<file path="config.mk">
export PLATFORM = sky130hd
export DESIGN_NAME = mopshub_bus_power_seq
export DESIGN_NICKNAME = d
export VERILOG_FILES = /design/src/rtl/mopshub_bus_power_seq.sv
export SDC_FILE = /design/constraint.sdc
export NUM_CORES = 1
export LEC_CHECK = 0
export ABC_CLOCK_PERIOD_IN_PS = 2800
export CAP_MARGIN = 10
export CORE_ASPECT_RATIO = 0.75
export CORE_MARGIN = 2
export CORE_UTILIZATION = 49
export DETAILED_ROUTE_END_ITERATION = 10
export GPL_ROUTABILITY_DRIVEN = 0
export MAX_ROUTING_LAYER = met4
export PLACE_DENSITY = 0.73
export SYNTH_ARGS = -nofsm -noshare
export SYNTH_HDL_FRONTEND = slang
export SYNTH_SLANG_ARGS = --single-unit
</file>
<file path="constraint.sdc">
create_clock -name clk_i -period 2.8 [get_ports clk_i]
set_clock_uncertainty 0.05 [all_clocks]
set_input_delay 0.7 -clock clk_i [delete_from_list [all_inputs] [get_ports clk_i]]
set_output_delay 0.7 -clock clk_i [all_outputs]
set_load 0.02 [all_outputs]
</file>
<file path="src/rtl/mopshub_bus_power_seq.sv">
// Power-up and oscillator-trim sequencer for the MOPSHUB CAN buses.
// Walks bus indices 0..last. For each bus it enables power, waits for the
// supply to settle, pulses the bus reset and optionally runs a trim handshake.
// All outputs come straight from registers.
module mopshub_bus_power_seq #(
    parameter int unsigned MAX_BUSES     = 16,
    parameter int unsigned CNT_W         = 5,
    parameter int unsigned SETTLE_CYCLES = 4000,
    parameter int unsigned RST_CYCLES    = 40,
    parameter int unsigned TRIM_TIMEOUT  = 65535
) (
    input  logic                 clk_i,
    input  logic                 rst_ni,
    input  logic                 start_init_i,
    input  logic                 abort_i,
    input  logic [CNT_W-1:0]     n_buses_i,
    input  logic                 osc_auto_trim_i,
    input  logic                 end_trim_bus_i,
    output logic [CNT_W-1:0]     power_bus_cnt_o,
    output logic                 power_bus_en_o,
    output logic [MAX_BUSES-1:0] power_mask_o,
    output logic                 rst_bus_o,
    output logic                 start_trim_ack_o,
    output logic [MAX_BUSES-1:0] bus_fail_mask_o,
    output logic                 busy_o,
    output logic                 end_power_init_o
);

    // One shared timer serves SETTLE, RESET_BUS and TRIM_WAIT.
    localparam int unsigned TMaxA = (SETTLE_CYCLES > RST_CYCLES) ? SETTLE_CYCLES : RST_CYCLES;
    localparam int unsigned TMax  = (TMaxA > TRIM_TIMEOUT) ? TMaxA : TRIM_TIMEOUT;
    localparam int unsigned TW    = $clog2(TMax + 1);

    localparam logic [CNT_W-1:0]     LastMax = CNT_W'(MAX_BUSES - 1);
    localparam logic [MAX_BUSES-1:0] OneBit  = MAX_BUSES'(1);

    typedef enum logic [2:0] {
        StIdle, StPowerOn, StSettle, StResetBus, StTrimReq, StTrimWait, StNext, StDone
    } state_e;

    state_e               state_q;
    logic [TW-1:0]        timer_q;
    logic [CNT_W-1:0]     cnt_q;
    logic [CNT_W-1:0]     last_q;
    logic                 trim_en_q;
    logic                 en_q;
    logic                 rst_bus_q;
    logic                 ack_q;
    logic                 busy_q;
    logic                 end_q;
    logic [MAX_BUSES-1:0] power_mask_q;
    logic [MAX_BUSES-1:0] fail_mask_q;

    // Sequencer FSM; every output is registered on the transition into its state.
    always_ff @(posedge clk_i or negedge rst_ni) begin
        if (!rst_ni) begin
            state_q      <= StIdle;
            timer_q      <= '0;
            cnt_q        <= '0;
            last_q       <= '0;
            trim_en_q    <= 1'b0;
            en_q         <= 1'b0;
            rst_bus_q    <= 1'b0;
            ack_q        <= 1'b0;
            busy_q       <= 1'b0;
            end_q        <= 1'b0;
            power_mask_q <= '0;
            fail_mask_q  <= '0;
        end else begin
            ack_q <= 1'b0;
            end_q <= 1'b0;
            if (abort_i && (state_q != StIdle)) begin
                // Abort drops power state but keeps the record of failed trims.
                state_q      <= StIdle;
                en_q         <= 1'b0;
                rst_bus_q    <= 1'b0;
                busy_q       <= 1'b0;
                power_mask_q <= '0;
            end else begin
                case (state_q)
                    StIdle: begin
                        if (start_init_i) begin
                            last_q       <= (n_buses_i > LastMax) ? LastMax : n_buses_i;
                            trim_en_q    <= osc_auto_trim_i;
                            cnt_q        <= '0;
                            fail_mask_q  <= '0;
                            power_mask_q <= OneBit;
                            en_q         <= 1'b1;
                            busy_q       <= 1'b1;
                            state_q      <= StPowerOn;
                        end
                    end
                    StPowerOn: begin
                        timer_q <= '0;
                        state_q <= StSettle;
                    end
                    StSettle: begin
                        if (timer_q == TW'(SETTLE_CYCLES - 1)) begin
                            timer_q   <= '0;
                            rst_bus_q <= 1'b1;
                            state_q   <= StResetBus;
                        end else begin
                            timer_q <= timer_q + TW'(1);
                        end
                    end
                    StResetBus: begin
                        if (timer_q == TW'(RST_CYCLES - 1)) begin
                            timer_q   <= '0;
                            rst_bus_q <= 1'b0;
                            ack_q     <= trim_en_q;
                            state_q   <= StTrimReq;
                        end else begin
                            timer_q <= timer_q + TW'(1);
                        end
                    end
                    StTrimReq: begin
                        timer_q <= '0;
                        if (trim_en_q) begin
                            state_q <= StTrimWait;
                        end else begin
                            en_q    <= 1'b0;
                            state_q <= StNext;
                        end
                    end
                    StTrimWait: begin
                        // A completion on the timeout cycle counts as success.
                        if (end_trim_bus_i) begin
                            en_q    <= 1'b0;
                            state_q <= StNext;
                        end else if (timer_q == TW'(TRIM_TIMEOUT)) begin
                            fail_mask_q <= fail_mask_q | (OneBit << cnt_q);
                            en_q        <= 1'b0;
                            state_q     <= StNext;
                        end else begin
                            timer_q <= timer_q + TW'(1);
                        end
                    end
                    StNext: begin
                        if (cnt_q == last_q) begin
                            end_q   <= 1'b1;
                            state_q <= StDone;
                        end else begin
                            cnt_q        <= cnt_q + CNT_W'(1);
                            power_mask_q <= power_mask_q | (OneBit << (cnt_q + CNT_W'(1)));
                            en_q         <= 1'b1;
                            state_q      <= StPowerOn;
                        end
                    end
                    StDone: begin
                        busy_q  <= 1'b0;
                        state_q <= StIdle;
                    end
                    default: begin
                        state_q <= StIdle;
                    end
                endcase
            end
        end
    end

    assign power_bus_cnt_o  = cnt_q;
    assign power_bus_en_o   = en_q;
    assign power_mask_o     = power_mask_q;
    assign rst_bus_o        = rst_bus_q;
    assign start_trim_ack_o = ack_q;
    assign bus_fail_mask_o  = fail_mask_q;
    assign busy_o           = busy_q;
    assign end_power_init_o = end_q;

endmodule

</file>
==> impl_metrics.ini, run 1 <==
[timing]
setup_tns_ns = 0
finalSetupViolations = 0
worst_slew_pin_slew_ns = 0.739
max_slew_margin_pct = 49.5
timing.final.hold_violations = 0
drv_slew = 0
timing.fmax_mhz = 372
min_period_ns = 2.69
grt_setup_unrepaired = false
period_share_pct = 96.0
fin_ws_ns = 0.113

[clock_tree]
cts_num_sinks = 67
cts_resized = 0
clk_pin_slew_worst_paths_ns = 0.08
cts_made_buffers = 9
cts_setup_buffers = 0
htree_num_levels = 3
clkLatencyLatePin_ns = 0.35
clockBufferDepth = 2
cts_tree = built
root_buffer = clkbuf_8
ctsHoldBuffers = 0

[placement]
place_area_um2 = 4410
numPortBuffers = 52
dp_slack_ns = 0.0337
dp_hpwl_um = 7280

[floorplan]
pin_count = 53
rows = 27
coreArea_um2 = 7430
start_util_pct = 51.0
dieHeight_um = 80.2
die-area_um2 = 8470
die_w_um = 106

[critical_path]
cp-start-kind = register
crit_type = reg2reg
path_max_fanout = 8
required_ns = 2.97
arrival_ns = 2.86
regToRegSetupSlack_ns = 0.11
critPathCaptureType = register

[power_and_ir_drop]
p_leak_nw = 1.87
cellPowerDensity_nw_per_um2 = 794
vdd_drop_max_mv = 0.322

[yosys]
ys_warn_count = 0
synth_top_area_share_pct = 44.2
ys_seq_elements = 67
async_reset_ff_share_pct = 100
yosysMostFrequentCell = dfrtp_1
synth_cell_types = 57
synth_seq_area_share_pct = 44.2
synth-edff-count = 0
synth_common_cells = dfrtp_1 (67), nand2_1 (55), o21ai_0 (41)
synth.area.top_cells = dfrtp_1 (44%), nand2_1 (5.4%), o21ai_0 (5.4%)
synth_flop_cell = dfrtp_1
synthesis.nets = 439
synthCells = 419
avgSynthCellArea_um2 = 9.05
syn_area_um2 = 3790
synth_area_leader_cell = dfrtp_1

[global_routing]
grt_pass1_wl_um = 16700
grt_overflow = 0
grtUsageTotal_pct = 26.0
antenna_found_initial = 0
grt_max_degree = 42
grt_pass1_vias = 3170

[flow_run]
maxCapViolCount = 0

[routing]
dr.pass1.iters = 6
drtIter0Drc = 337
wirelength_um = 10300
maxUsedRoutingLayer = met4
vias = 3550
drtAntennaViolNets = 0
wl_met3_um = 1040
wl_met1_um = 4910
avgViaCountPerCell = 6.20
met2_length_um = 4320
wl_per_cell_um = 18.1
drc = 0

[layout]
register_area_um2 = 1680
stdcell_area_um2 = 4630
multi_input_area_um2 = 1900
antenna_cells_inserted = 0
fillers = 652
drive_gt1_share_pct = 9.32
final_nets = 487
area_growth_pct = 22.0

[worst_hold_path]
hp-class = in2async

[outcome]
status = complete, no violations
layer usage:
layer	track usage (%)	vias up
met5	-	-
met4	5.66	0
met3	6.66	9
met2	35.2	203
met1	38.8	1704
li1	-	1634
flip-flops by register name, indices dropped and copies added, names as in the netlist:
| register | cells |
|---|---|
| state_q | 3 |
| power_bus_cnt_o | 5 |
| start_trim_ack_o | 1 |
| rst_bus_o | 1 |
| timer_q | 16 |
| end_power_init_o | 1 |
| power_mask_o | 16 |
| last_q | 5 |
| busy_o | 1 |
| power_bus_en_o | 1 |
| trim_en_q | 1 |
| bus_fail_mask_o | 16 |
layout by cell type, fill, tap and decap left out, types with 5 or more instances in the layout:
cell type	n
nor2_1	26
nand2_1	55
or3_1	7
dfrtp_1	67
clkdlybuf4s50_1	51
o21ai_0	41
buf_4	13
a41oi_2	6
inv_1	21
ha_1	9
nand4_1	11
clkbuf_8	9
nor3_1	7
xnor2_1	6
a21oi_1	5
and2_1	6
nand3_1	23
a32o_1	11
nor2b_1	8
o22ai_1	11
and3_1	10
a41oi_1	11
through the flow:
| stage | power [mW] | utilization [%] | hold slack, ns | instances |
|---|---|---|---|---|
| floorplan | 2.34 | - | 0.354 | 419 |
| global placement | 2.71 | 59.4 | 0.414 | 557 |
| detailed placement | 2.76 | 59.4 | 0.423 | 557 |
| CTS | 3.66 | 62.3 | 0.342 | 573 |
| global route | 3.90 | 62.3 | 0.362 | 573 |
| finish | 3.67 | 62.3 | 0.326 | 573 |
critical path, stage by stage (launching register included):
cell      delay (ns)
dfrtp_1         0.46
nor4_1          0.52
nand4_1         0.39
a211o_1         0.54
nand4b_1        0.30
buf_4           0.22
o22ai_1         0.09
worst paths after layout:
kind / from / end / cells past startpoint
min reg2reg: bus_fail_mask_o[13]$_DFFE_PN0P_ / bus_fail_mask_o[13]$_DFFE_PN0P_ / 2
min in group clk_i: bus_fail_mask_o[13]$_DFFE_PN0P_ / bus_fail_mask_o[13]$_DFFE_PN0P_ / 2
min: rst_ni / bus_fail_mask_o[15]$_DFFE_PN0P_ / 1
max: timer_q[8]$_DFFE_PN0P_ / timer_q[14]$_DFFE_PN0P_ / 6
max in group asynchronous: rst_ni / power_mask_o[5]$_DFFE_PN0P_ / 2
max reg2reg: timer_q[8]$_DFFE_PN0P_ / timer_q[14]$_DFFE_PN0P_ / 6
cell type report:
cell class,instances,share of cell area [%]
Multi-Input combinational cell,302,41.0
Timing Repair Buffer,66,13.7
Clock inverter,6,1.92
Tap cell,101,2.73
Clock buffer,10,2.76
Inverter,21,1.70
Sequential cell,67,36.2
kinds of logic after synthesis:
| group | Yosys count | share of synthesized area [%] |
|---|---|---|
| DFF | 67 | 44.2 |
| and+or+nand+nor | 176 | 23.8 |
| adders and majority gates | 9 | 2.97 |
| buffers and inverters | 50 | 5.80 |
| muxes | 2 | 0.561 |
| AOI/OAI and AO/OA | 109 | 21.2 |
| xor gates and xnor gates | 6 | 1.39 |
where the power goes:
group          internal (mW)  switching, mW  total, mW
Clock                  0.503          0.389      0.892
Sequential              1.15          0.268       1.42
Combinational          0.528          0.834       1.36
Power figures use the tool's default switching activity.
==> run 2: changes to the inputs <==
--- a/config.mk
+++ b/config.mk
@@ -6,7 +6,7 @@
 export NUM_CORES = 1
 export LEC_CHECK = 0
 export ABC_CLOCK_PERIOD_IN_PS = 2800
-export CAP_MARGIN = 10
+export CAP_MARGIN = 20
 export CORE_ASPECT_RATIO = 0.75
 export CORE_MARGIN = 2
 export CORE_UTILIZATION = 49
==> constraint.sdc (replaced) <==
create_clock -name clk_i -period 2.8 [get_ports clk_i]
set_clock_uncertainty 0.05 [all_clocks]
set_input_delay 0.7 -clock clk_i [delete_from_list [all_inputs] [get_ports clk_i]]
set_output_delay 0.7 -clock clk_i [all_outputs]
set_load 0.005 [all_outputs]
==> results of run 2 <==
The final DEF is identical to that of run 1. Status: complete, no violations.
Main changes from that run: total power 3.67 mW -> 3.63 mW
